### config.mk
export PLATFORM = sky130hd
export DESIGN_NAME = exec_mem_unit
export DESIGN_NICKNAME = d
export VERILOG_FILES = /design/src/rtl/exec_pkg.sv /design/src/rtl/exec_data_ram.sv /design/src/rtl/exec_mem_unit.sv
export SDC_FILE = /design/constraint.sdc
export NUM_CORES = 2
export LEC_CHECK = 0
export CORE_ASPECT_RATIO = 2
export CORE_UTILIZATION = 59
export CTS_BUF_LIST = sky130_fd_sc_hd__clkbuf_8
export DETAILED_ROUTE_END_ITERATION = 6
export PLACE_DENSITY_LB_ADDON = 0.15
export SLEW_MARGIN = 20
export SYNTH_ARGS = -nofsm -noshare
export SYNTH_HDL_FRONTEND = slang
export SYNTH_SLANG_ARGS = --single-unit
### constraint.sdc
create_clock -name clk -period 5.4 [get_ports clk]
set_input_delay 1.62 -clock clk [delete_from_list [all_inputs] [get_ports clk]]
set_output_delay 1.62 -clock clk [all_outputs]
set_load 0.01 [all_outputs]
### src/rtl/exec_pkg.sv
// Shared constants for the execute/memory slice: datapath widths and ALU op encodings.
package exec_pkg;

  localparam int DATA_W = 8;
  localparam int ADDR_W = 8;

  localparam logic [2:0] OP_ADD    = 3'b000;
  localparam logic [2:0] OP_SUB    = 3'b001;
  localparam logic [2:0] OP_AND    = 3'b010;
  localparam logic [2:0] OP_OR     = 3'b011;
  localparam logic [2:0] OP_XOR    = 3'b100;
  localparam logic [2:0] OP_MASK   = 3'b101;
  localparam logic [2:0] OP_PASS_B = 3'b110;
  localparam logic [2:0] OP_PASS_A = 3'b111;

endpackage

### src/rtl/exec_data_ram.sv
// Data memory: synchronous write, asynchronous read, cleared to zero by the core reset.
module exec_data_ram #(
  parameter int DATA_W = 8,
  parameter int ADDR_W = 8,
  parameter int DEPTH  = 256
) (
  input  logic              clk,
  input  logic              reset,
  input  logic              we,
  input  logic [ADDR_W-1:0] addr,
  input  logic [DATA_W-1:0] wdata,
  output logic [DATA_W-1:0] rdata
);

  logic [DATA_W-1:0] mem_q [DEPTH];

  // NOTE: every word is in the reset domain, so this array maps to flops rather
  // than a RAM macro; that is the price of the guaranteed all-zero state after reset.
  always_ff @(posedge clk or negedge reset) begin
    if (!reset) begin
      for (int i = 0; i < DEPTH; i++) mem_q[i] <= '0;
    end else if (we) begin
      mem_q[addr] <= wdata;
    end
  end

  assign rdata = mem_q[addr];

endmodule

### src/rtl/exec_mem_unit.sv
// Execute/memory slice of the 8-bit core: ALU, barrel shifter, C/Z flags and data memory.
module exec_mem_unit #(
  parameter int DATA_W = 8,
  parameter int ADDR_W = 8,
  parameter int DEPTH  = 256
) (
  input  logic              clk,
  input  logic              reset,
  input  logic [2:0]        alu_op,
  input  logic [DATA_W-1:0] alu_a,
  input  logic [DATA_W-1:0] alu_b,
  input  logic              alu_use_carry,
  input  logic [DATA_W-1:0] shift_data,
  input  logic [2:0]        bitcount,
  input  logic              dir,
  input  logic              sh_ro_bar,
  input  logic              select_c,
  input  logic              select_z,
  input  logic              write_c,
  input  logic              write_z,
  input  logic              mem_write,
  input  logic [ADDR_W-1:0] mem_addr,
  input  logic [DATA_W-1:0] mem_write_data,
  output logic [DATA_W-1:0] alu_out,
  output logic              alu_co,
  output logic              alu_z,
  output logic [DATA_W-1:0] shift_out,
  output logic              shift_c,
  output logic              shift_z,
  output logic [DATA_W-1:0] mem_out_data,
  output logic              C,
  output logic              Z
);

  import exec_pkg::*;

  logic              c_q, c_d;
  logic              z_q, z_d;
  logic              cin;
  logic [DATA_W:0]   sum9, diff9;
  logic [DATA_W:0]   shl9, shr9;
  logic [2*DATA_W-1:0] rol16, ror16;

  assign cin   = alu_use_carry & c_q;
  assign sum9  = {1'b0, alu_a} + {1'b0, alu_b} + {{DATA_W{1'b0}}, cin};
  // The ninth bit of the extended difference is the borrow: set iff a < b + cin.
  assign diff9 = {1'b0, alu_a} - {1'b0, alu_b} - {{DATA_W{1'b0}}, cin};

  // NOTE: assign every output a default first so no path through the case leaves
  // a variable unassigned, which would infer a latch.
  always_comb begin
    alu_out = '0;
    alu_co  = 1'b0;
    unique case (alu_op)
      OP_ADD:    {alu_co, alu_out} = sum9;
      OP_SUB:    {alu_co, alu_out} = diff9;
      OP_AND:    alu_out = alu_a & alu_b;
      OP_OR:     alu_out = alu_a | alu_b;
      OP_XOR:    alu_out = alu_a ^ alu_b;
      OP_MASK:   alu_out = alu_a & ~alu_b;
      OP_PASS_B: alu_out = alu_b;
      OP_PASS_A: alu_out = alu_a;
      default:   alu_out = '0;
    endcase
  end

  assign alu_z = (alu_out == '0);

  // Widened shifts expose the last bit pushed out at the extra bit position.
  assign shl9  = {1'b0, shift_data} << bitcount;
  assign shr9  = {shift_data, 1'b0} >> bitcount;
  assign rol16 = {shift_data, shift_data} << bitcount;
  assign ror16 = {shift_data, shift_data} >> bitcount;

  always_comb begin
    shift_out = shift_data;
    shift_c   = 1'b0;
    if (bitcount != 3'd0) begin
      unique case ({sh_ro_bar, dir})
        2'b10: {shift_c, shift_out} = shl9;
        2'b11: {shift_out, shift_c} = shr9;
        2'b00: begin
          shift_out = rol16[2*DATA_W-1:DATA_W];
          shift_c   = shift_out[0];
        end
        default: begin
          shift_out = ror16[DATA_W-1:0];
          shift_c   = shift_out[DATA_W-1];
        end
      endcase
    end
  end

  assign shift_z = (shift_out == '0);

  always_comb begin
    c_d = c_q;
    z_d = z_q;
    if (write_c) c_d = select_c ? shift_c : alu_co;
    if (write_z) z_d = select_z ? shift_z : alu_z;
  end

  // NOTE: state registers use non-blocking assignments so every flop samples
  // pre-edge values, independent of process ordering.
  always_ff @(posedge clk or negedge reset) begin
    if (!reset) begin
      c_q <= 1'b0;
      z_q <= 1'b0;
    end else begin
      c_q <= c_d;
      z_q <= z_d;
    end
  end

  assign C = c_q;
  assign Z = z_q;

  exec_data_ram #(
    .DATA_W(DATA_W),
    .ADDR_W(ADDR_W),
    .DEPTH (DEPTH)
  ) u_data_ram (
    .clk  (clk),
    .reset(reset),
    .we   (mem_write),
    .addr (mem_addr),
    .wdata(mem_write_data),
    .rdata(mem_out_data)
  );

endmodule

==> flow_summary_export.csv <==
group,metric,value,unit
run_status,outcome,"finished with violations",
run_status,violations,"setup timing",
floorplanning,fp.dieArea,0.163,mm^2
timing,setup_slack,-0.608,ns
yosys,ys_seq_area_share,53.9,%
grt,grt_overflow,0,
yosys,ys_ff_latch,2050,
pwr,ir_drop,209,uV
routing,drt-pass1-iter-count,7,
clock_tree,clockBufferDepth,4,
setup_path,critPathMaxFanout,8,
setup_path,cp.arrival,4.39,ns
yosys,synthTopCellsByCount,"2050 x dfrtp_1, 2009 x mux2_2, 649 x mux4_2, 329 x clkbuf_1, 165 x nand2_1",
yosys,netlist_area,0.0952,mm^2
run,cap_viol_max_count,0,
timing,slew_viol_final,0,
routing,drtAntennaViolNets,0,
routing,wl_per_cell,29.7,um
floorplanning,core,0.160,mm^2
yosys,synth_top_cell_area_share,53.9,%
pwr,power.total,32.3,mW
timing,fmax,166,MHz
placed_design,place_ws,-1.62,ns
grt,grt_use_total,33.5,%
setup_path,critPathCaptureType,"output port",
routing,route.detailed.drc,0,
routing,wl,267000,um
placed_design,routabilityCongestion,0.931,
layout,drive_above_1_share,59.4,%
timing,fin_crit_sh,111,%
timing,skew,0.0000857,ns
layout,nets,6753,
timing,finalSetupViolations,13,
pwr,leakage,53.8,nW
yosys,ys_async_sr_fraction,100,%
routing,dr.first_iter.drc_count,3658,
grt,met3_usage,5.01,%
setup_path,cp.required,3.78,ns
floorplanning,initial_core_util,59.4,%
yosys,synth_warnings,0,
grt,grt_pass1_wl,404000,um
clock_tree,hold_buffers,0,
yosys,synth_area_leaders,"dfrtp_1 54%, mux2_2 24%, mux4_2 15%, clkbuf_1 1.3%, nand2_1 0.65%",
floorplanning,dieHeight,570,um
timing,rsz0062_at_grt,"true",
grt,antenna_found_initial,4,
grt,met1_usage,39.7,%
pwr,powerDensity,290,mW/mm^2
hold_path,min_path_type,"register to register",
yosys,yosys.area.top_type,"dfrtp_1",
clock_tree,htree_levels,5,
clock_tree,cts_tree,"yes",
grt,met2_usage,58.1,%
layout,final.fill_count,10800,
placed_design,dpl.hpwl,177000,um
grt,busiest_layer,"met2",
clock_tree,path_clk_slew,0.06,ns
yosys,syn-num-nets,6028,
timing,tightest_slew,1.14,ns
grt,grt_pass1_vias,62600,
layout,area_growth_syn_to_layout,16.9,%
yosys,ys.flop_type,"dfrtp_1",
yosys,synth-edff-count,0,
layout,finish.utilization,69.5,%
yosys,synth_most_common_cell,"dfrtp_1",
yosys,synth_area_per_cell,16.0,um^2
clock_tree,cts_buffers,291,
clock_tree,clock_latency,0.91,ns
yosys,synth_cells,5939,
setup_path,criticalPathCategory,"input pin to output port",
floorplanning,die-width,286,um
routing,vias,57200,
placed_design,placement.io_buffers,85,
clock_tree,clock-sinks,2050,
timing,finalCriticalPeriod,6.01,ns
yosys,synth.distinct_cells,75,
clock_tree,cts_root_buffer,"clkbuf_8",
routing,vias_per_cell,6.38,
floorplanning,rows,208,
timing,slew_headroom,24.1,%
grt,grt_max_degree,154,
timing,hold_violations,0,
setup_path,start_kind,"input pin",
floorplanning,io_pins,86,
==> registers in the layout (all words and copies together), names as in the netlist <==
| name | count |
|---|---|
| C | 1 |
| u_data_ram.mem_q | 2048 |
| Z | 1 |
==> through the flow <==
step	setup TNS (ns)	instance area, um^2	instances	hold WS, ns
after floorplan	-0.260	95500	5939	0.459
after global placement	-24.09	103000	8367	0.469
after detailed placement	-23.62	103000	8367	0.479
after CTS	-5.73	111000	8952	0.494
after global routing	-5.95	111000	8965	0.506
final	-5.39	111000	8965	0.492
==> area by class of cell <==
class	instances	area, um^2	area share (%)
sequential	2050	51300	46.1
clock inverter	123	668	0.600
tap	2100	2630	2.36
timing repair buffer	876	8800	7.90
inverter	32	123	0.110
antenna	3	7.51	0.00674
multi-input combinational	3413	42800	38.4
clock buffer	368	5060	4.55
==> cells by family (layout without fill, tap and decap cells) <==
family                   Yosys count  count (layout)  share of synthesized area (%)
AND/OR/NAND/NOR                  465             465                           2.22
buffers and inverters            476            1399                           2.10
flip-flops                      2050            2050                           53.9
other                              0               3                              0
multiplexers                    2728            2728                           39.9
AO/OA/AOI/OAI                    178             178                           1.35
adder cells (fa/ha/maj)           33              33                          0.465
XOR/XNOR                           9               9                         0.0828
==> cells in the final DEF, fill, tap and decap left out, drive strengths merged, types with 33 or more instances in the layout <==
master     n
nor2     194
dfrtp   2050
a22oi     52
inv      122
a21oi     33
mux4     650
clkbuf   379
mux2    2050
nand2    166
buf      818
==> where the power goes <==
group          internal, mW  leakage, nW  switching (mW)
registers              16.1         28.3           0.372
logic                  1.81         22.2            1.81
clock network          6.35         3.27            5.89
total                  24.2         53.8            8.07
==> metal layers <==
layer,routed length (um),share of wire (%)
met5,27,0.010
met4,17300,6.5
met3,12600,4.7
met2,139000,52
met1,97600,37
==> worst paths after layout <==
| check | startpoint | end | slack, ns | depth (start not counted) |
|---|---|---|---|---|
| setup / recovery | mem_addr[0] | mem_out_data[1] | -0.61 | 8 |
| hold / removal | u_data_ram.mem_q[382]$_DFFE_PN0P_ | u_data_ram.mem_q[382]$_DFFE_PN0P_ | 0.49 | 1 |
| setup reg to reg | C$_DFFE_PN0P_ | C$_DFFE_PN0P_ | 1.88 | 20 |
| hold reg to reg | u_data_ram.mem_q[382]$_DFFE_PN0P_ | u_data_ram.mem_q[382]$_DFFE_PN0P_ | 0.49 | 1 |
| max in group asynchronous | reset | u_data_ram.mem_q[1974]$_DFFE_PN0P_ | 3.28 | 2 |
| min in group asynchronous | reset | u_data_ram.mem_q[1720]$_DFFE_PN0P_ | 0.69 | 1 |
==> what timing repair did <==
action	CTS	global route
setup buffers	81	12
pin swaps	64	28
endpoints found under the hold margin	0	0
resized for setup	310	65
cloned	16	0
endpoints found under the setup margin	28	18
==> worst max-delay path: stages <==
cell and delay [ns]:
buf_16 0.19, buf_12 0.18, buf_12 0.14, mux4_2 0.54
mux4_2 0.53, mux4_2 0.58, a211o_1 0.39, buf_2 0.18
(Power assumes the default switching activity.)
